[src/rtl/iq_boxcar_decimator.sv]
// Integrate-and-dump I/Q decimator: averages 2**LOG2_DECIM samples into one valid/ready pair.
// Optional per-channel DC remover in front of the integrators, enabled by defining IQ_DC_BLOCK_EN.
module iq_boxcar_decimator #(
  parameter int IN_W       = 12,
  parameter int LOG2_DECIM = 3,
  parameter int OUT_W      = 16,
  parameter int DC_SHIFT   = 10
) (
  input  logic             sys_clk,
  input  logic             sys_rst,
  input  logic             in_valid,
  input  logic [IN_W-1:0]  in_i,
  input  logic [IN_W-1:0]  in_q,
  output logic             out_valid,
  input  logic             out_ready,
  output logic [OUT_W-1:0] out_i,
  output logic [OUT_W-1:0] out_q,
  output logic             overrun
);

  localparam int ACC_W = IN_W + LOG2_DECIM;
  localparam logic [LOG2_DECIM-1:0] CNT_LAST = '1;

  if (LOG2_DECIM < 1 || LOG2_DECIM > 8 || OUT_W < IN_W || DC_SHIFT < 1) begin : g_bad_param
    $error("iq_boxcar_decimator: illegal parameter combination");
  end

  logic signed [IN_W-1:0]  d[2];
  logic        [OUT_W-1:0] dat[2];

  logic [LOG2_DECIM-1:0] cnt_q, cnt_d;
  logic                  out_valid_q, out_valid_d;
  logic                  overrun_q, overrun_d;
  logic                  dump;

`ifdef IQ_DC_BLOCK_EN
  localparam int DC_W = IN_W + DC_SHIFT + 1;
  localparam logic signed [DC_W-1:0] SAT_MAX = DC_W'((2 ** (IN_W - 1)) - 1);
  localparam logic signed [DC_W-1:0] SAT_MIN = ~SAT_MAX;

  logic signed [IN_W-1:0] x[2];
  assign x[0] = in_i;
  assign x[1] = in_q;

  for (genvar gi = 0; gi < 2; gi++) begin : g_dc
    logic signed [DC_W-1:0] dc_acc_q, dc_acc_d;
    logic signed [DC_W-1:0] dc_est, diff, d_sat;

    // Sample minus running DC estimate, clamped back into the input range.
    always_comb begin
      dc_est = dc_acc_q >>> DC_SHIFT;
      diff   = DC_W'(x[gi]) - dc_est;
      if (diff > SAT_MAX) begin
        d_sat = SAT_MAX;
      end else if (diff < SAT_MIN) begin
        d_sat = SAT_MIN;
      end else begin
        d_sat = diff;
      end
      dc_acc_d = in_valid ? (dc_acc_q + d_sat) : dc_acc_q;
    end

    assign d[gi] = d_sat[IN_W-1:0];

    always_ff @(posedge sys_clk) begin
      if (sys_rst) begin
        dc_acc_q <= '0;
      end else begin
        dc_acc_q <= dc_acc_d;
      end
    end
  end
`else
  assign d[0] = in_i;
  assign d[1] = in_q;
`endif

  assign dump = in_valid && (cnt_q == CNT_LAST);

  for (genvar gi = 0; gi < 2; gi++) begin : g_chan
    logic signed [ACC_W-1:0] acc_q, acc_d, sum;
    logic signed [IN_W-1:0]  avg;
    logic        [OUT_W-1:0] dat_q, dat_d;

    // Average is the arithmetic shift of the full group sum (floor rounding).
    always_comb begin
      sum   = acc_q + ACC_W'(d[gi]);
      avg   = IN_W'(sum >>> LOG2_DECIM);
      acc_d = acc_q;
      dat_d = dat_q;
      if (dump) begin
        acc_d = '0;
        dat_d = OUT_W'(avg);
      end else if (in_valid) begin
        acc_d = sum;
      end
    end

    always_ff @(posedge sys_clk) begin
      if (sys_rst) begin
        acc_q <= '0;
        dat_q <= '0;
      end else begin
        acc_q <= acc_d;
        dat_q <= dat_d;
      end
    end

    assign dat[gi] = dat_q;
  end

  // A dump always (re)loads the single output register; overrun flags a lost unaccepted pair.
  always_comb begin
    cnt_d       = cnt_q;
    out_valid_d = out_valid_q;
    overrun_d   = overrun_q;
    if (in_valid) begin
      cnt_d = dump ? '0 : cnt_q + 1'b1;
    end
    if (dump) begin
      out_valid_d = 1'b1;
      if (out_valid_q && !out_ready) begin
        overrun_d = 1'b1;
      end
    end else if (out_valid_q && out_ready) begin
      out_valid_d = 1'b0;
    end
  end

  always_ff @(posedge sys_clk) begin
    if (sys_rst) begin
      cnt_q       <= '0;
      out_valid_q <= 1'b0;
      overrun_q   <= 1'b0;
    end else begin
      cnt_q       <= cnt_d;
      out_valid_q <= out_valid_d;
      overrun_q   <= overrun_d;
    end
  end

  assign out_valid = out_valid_q;
  assign overrun   = overrun_q;
  assign out_i     = dat[0];
  assign out_q     = dat[1];

endmodule

[config.mk]
export PLATFORM = sky130hd
export DESIGN_NAME = iq_boxcar_decimator
export DESIGN_NICKNAME = d
export VERILOG_FILES = /design/src/rtl/iq_boxcar_decimator.sv
export SDC_FILE = /design/constraint.sdc
export NUM_CORES = 1
export LEC_CHECK = 0
export BUFFER_PORTS_ARGS = -buffer_cell sky130_fd_sc_hd__buf_4
export CORE_UTILIZATION = 52
export CTS_CLUSTER_DIAMETER = 150
export DETAILED_ROUTE_END_ITERATION = 8
export HOLD_SLACK_MARGIN = 0.12
export PLACE_DENSITY = 0.8
export SYNTH_ARGS = -nofsm -noshare
export SYNTH_HDL_FRONTEND = slang
export SYNTH_SLANG_ARGS = --single-unit
export TNS_END_PERCENT = 1
[constraint.sdc]
create_clock -name sys_clk -period 2.4 [get_ports sys_clk]
set_clock_uncertainty 0.2 [all_clocks]
set_input_delay 0.12 -clock sys_clk [delete_from_list [all_inputs] [get_ports sys_clk]]
set_output_delay 0.12 -clock sys_clk [all_outputs]
set_load 0.01 [all_outputs]
==> results.rst <==
.. list-table::
   :header-rows: 1

   * - Metric
     - Value
   * - CTS tree
     - built
   * - Buffers from clock root to sink, at most
     - 2
   * - Root Buffer Master
     - clkbuf_8
   * - Count of state elements after synthesis
     - 59
   * - GRT Util Overall
     - 0.276
   * - Post-synthesis net count
     - 531
   * - Final setup fails
     - 3
   * - Later-pin clock latency in the skew report
     - 0.34 ns
   * - Placeable core area
     - 7250 µm²
   * - Cell row count
     - 31
   * - Count of input and output buffers
     - 61
   * - Critical-path cell list
     - dlygate4sd3_1, buf_4, fa_2, a211oi_2, o21ai_1, a21o_1, a221o_1, or3_1, nand3_1
   * - Overflow after GRT
     - 0
   * - Antenna Diode Count
     - 0
   * - Worst-case headroom to the max-slew limit
     - 0.693
   * - Top_reg_cell synth
     - dfxtp_1
   * - Total length of routed wires
     - 10100 µm
   * - Final hold violation count
     - 0
   * - # DRC
     - 0
   * - Reg2Reg Depth
     - 8
   * - Smallest setup slack after layout
     - -0.0381 ns
   * - Die Area
     - 7890 µm²
   * - Setup crit start kind
     - primary input
   * - Mean cell area of the mapped netlist
     - 8.33 µm²
   * - Share of synthesized flip-flops with an asynchronous set or reset
     - 0
   * - Via count
     - 3778
   * - Global routing usage on met2
     - 0.507
   * - Static leakage power
     - 2.19 nW
   * - Effective utilization at floorplan
     - 0.541
   * - Number of placed instances, taps included
     - 615
   * - Die Y
     - 88.8 µm
   * - Worst Tran Pin Value
     - 0.455 ns
   * - Iteration-0 DRC Markers
     - 250
   * - Overall power after layout
     - 3.18 mW
   * - RSZ-0062 raised after global routing
     - true
   * - Final HPWL from detailed placement
     - 7050 µm
   * - Pre-CTS worst setup slack
     - -0.0957 ns
   * - Commonest non-fill, non-tap cells in the layout
     - 85 x buf_4, 57 x dfxtp_1, 52 x nand2_1
   * - Final period demand of the worst path
     - 2.44 ns
   * - Category of the worst setup path capture point
     - register
   * - Final nets
     - 599
   * - Maximum cell stage delay along the critical path
     - 0.53 ns
   * - Global-route track usage on met3
     - 0.0700
   * - Global-route wire length before repair
     - 16700 µm
   * - Clock transition at the registers of the reported paths
     - 0.07 ns
   * - CTS buffer count
     - 9
   * - Maximum number of pins on one net before global-route repair
     - 44
   * - Arrival time worst endpoint
     - 2.52 ns
   * - Synth cell types
     - 65
   * - Number of antenna violations at the first check in global routing
     - 0
   * - Die span in x
     - 88.8 µm
   * - Area growth, synth to finish
     - 24.4%
   * - Detailed Routing Iterations Pass 1
     - 5
   * - Status
     - complete, but fails checks
   * - Hold Path Depth
     - 5
   * - Num Clock Sinks
     - 59
   * - Fraction of final layout cells with drive strength greater than 1
     - 0.233
   * - Max_cap viols
     - 0
   * - Routed vias/inst
     - 5.88
   * - Violated checks
     - negative setup slack
   * - Wire length per cell
     - 15.7 µm
   * - Top-level port count
     - 62
   * - Top area cells in the synthesized netlist
     - dfxtp_1 30%, ha_1 9.6%, mux2i_1 5.9%
   * - Routability congestion estimate
     - 0.974
   * - Max Clock Freq
     - 0.410 GHz
   * - Count of final max-slew check failures
     - 0
   * - Top-area cell type share of the netlist area
     - 0.301
   * - Worst min path class
     - primary input to register
   * - Maximum VDD drop
     - 0.000387 V
   * - Sequential area share after synthesis
     - 0.301
   * - Number of instances in the synthesized netlist
     - 471
   * - Area of the mapped netlist
     - 3920 µm²
   * - Most common cell after layout, fill and taps aside
     - buf_4
   * - Final clock period utilization by the worst path
     - 1.02
   * - Vias in the first global route
     - 3795
   * - Number of warnings printed during yosys synthesis
     - 0
   * - Category of the most critical setup path
     - primary input to register
   * - Number of enable-type register cells in the synthesized netlist
     - 0
   * - Antenna-violating nets left
     - 0
   * - H-tree levels
     - 3
   * - Fin Hold WS
     - 0.132 ns
   * - Met1 routing resource usage after global routing
     - 0.297
   * - Largest area contributor in the synthesized netlist
     - dfxtp_1
   * - Number of non-filler instances in the completed layout
     - 643
   * - Most used routing layer
     - met2
   * - Power density normalized to cell area
     - 652 nW/µm²
   * - Slowest cell on crit path
     - dlygate4sd3_1
   * - Maximum fanout count along the critical path
     - 4
   * - Worst path required time
     - 2.48 ns
final timing paths:
check | from | endpoint | slack [ns]
max reg2reg | g_chan[0].acc_q[0]$_SDFFE_PP0P_ | g_chan[0].acc_q[12]$_SDFFE_PP0P_ | -0.03
min | in_i[5] | out_i[2]$_SDFFE_PP0P_ | 0.13
max | in_i[1] | g_chan[0].acc_q[12]$_SDFFE_PP0P_ | -0.04
min reg2reg | out_q[2]$_SDFFE_PP0P_ | out_q[2]$_SDFFE_PP0P_ | 0.26
critical path, delay by kind of cell:
kind,cells,cell delay (ns)
adder cells (fa/ha/maj),1,0.39
AO/OA/AOI/OAI,4,0.95
buffers and inverters,2,0.68
AND/OR/NAND/NOR,2,0.39
Yosys cell counts (all sizes together), types with 8 or more instances:
cell    instances
a21o           13
a21oi          44
buf            19
clkbuf         20
dfxtp          59
ha             30
inv             8
mux2i          23
nand2          52
nand3          29
nor2           32
nor3            9
o21ai          16
or3             8
xnor2           9
state kept, by name, summed over array words and instances (netlist names):
| signal | count |
|---|---|
| g_chan.acc_q | 30 |
| cnt_q | 3 |
| overrun | 1 |
| out_i | 12 |
| out_valid | 1 |
| out_q | 12 |
area by class of cell:
type                    count  area [µm²]
well taps                  99         124
clock buffers              12         155
repair buffers             96         748
multi-input cells         365        2560
clock inverters             4        72.6
flip-flops and latches     59        1180
inverters                   8        30.0
fillers                   594        2370
timing repair:
| action | in CTS | in global routing |
|---|---|---|
| setup buffers | 1 | 0 |
| hold endpoints to repair | 33 | 0 |
| pin swaps | 17 | 10 |
| endpoints found under the setup margin | 10 | 15 |
| gates resized for setup | 8 | 5 |
| hold buffers | 11 | 0 |
metrics by stage:
| step | TNS [ns] | utilization | cell area [µm²] |
|---|---|---|---|
| after global routing | -0.404 | 0.673 | 4880 |
| final | -0.0583 | 0.673 | 4880 |
| after CTS | -0.216 | 0.670 | 4860 |
| after global placement | -0.134 | 0.618 | 4480 |
| after detailed placement | -0.253 | 0.618 | 4480 |
| after floorplan | -0.0289 | - | 3920 |
logic make-up after synthesis:
kind of cell    synth area share
flops                      0.301
compound gates             0.221
fa+ha+maj                  0.106
simple gates               0.220
mux                       0.0587
xor+xnor                  0.0364
buf+inv                   0.0571
per-layer routing:
metal | routed length, µm | part of all wire
met1 | 4190 | 0.41
met2 | 5220 | 0.52
met3 | 485 | 0.048
met4 | 214 | 0.021
met5 | 0 | 0
report_power, final:
part / internal (mW) / switching, mW
Combinational: 0.466 / 0.553
Sequential: 1.06 / 0.0496
Clock: 0.640 / 0.410
Total: 2.17 / 1.01
No activity file was read; power rests on OpenSTA's default activity.
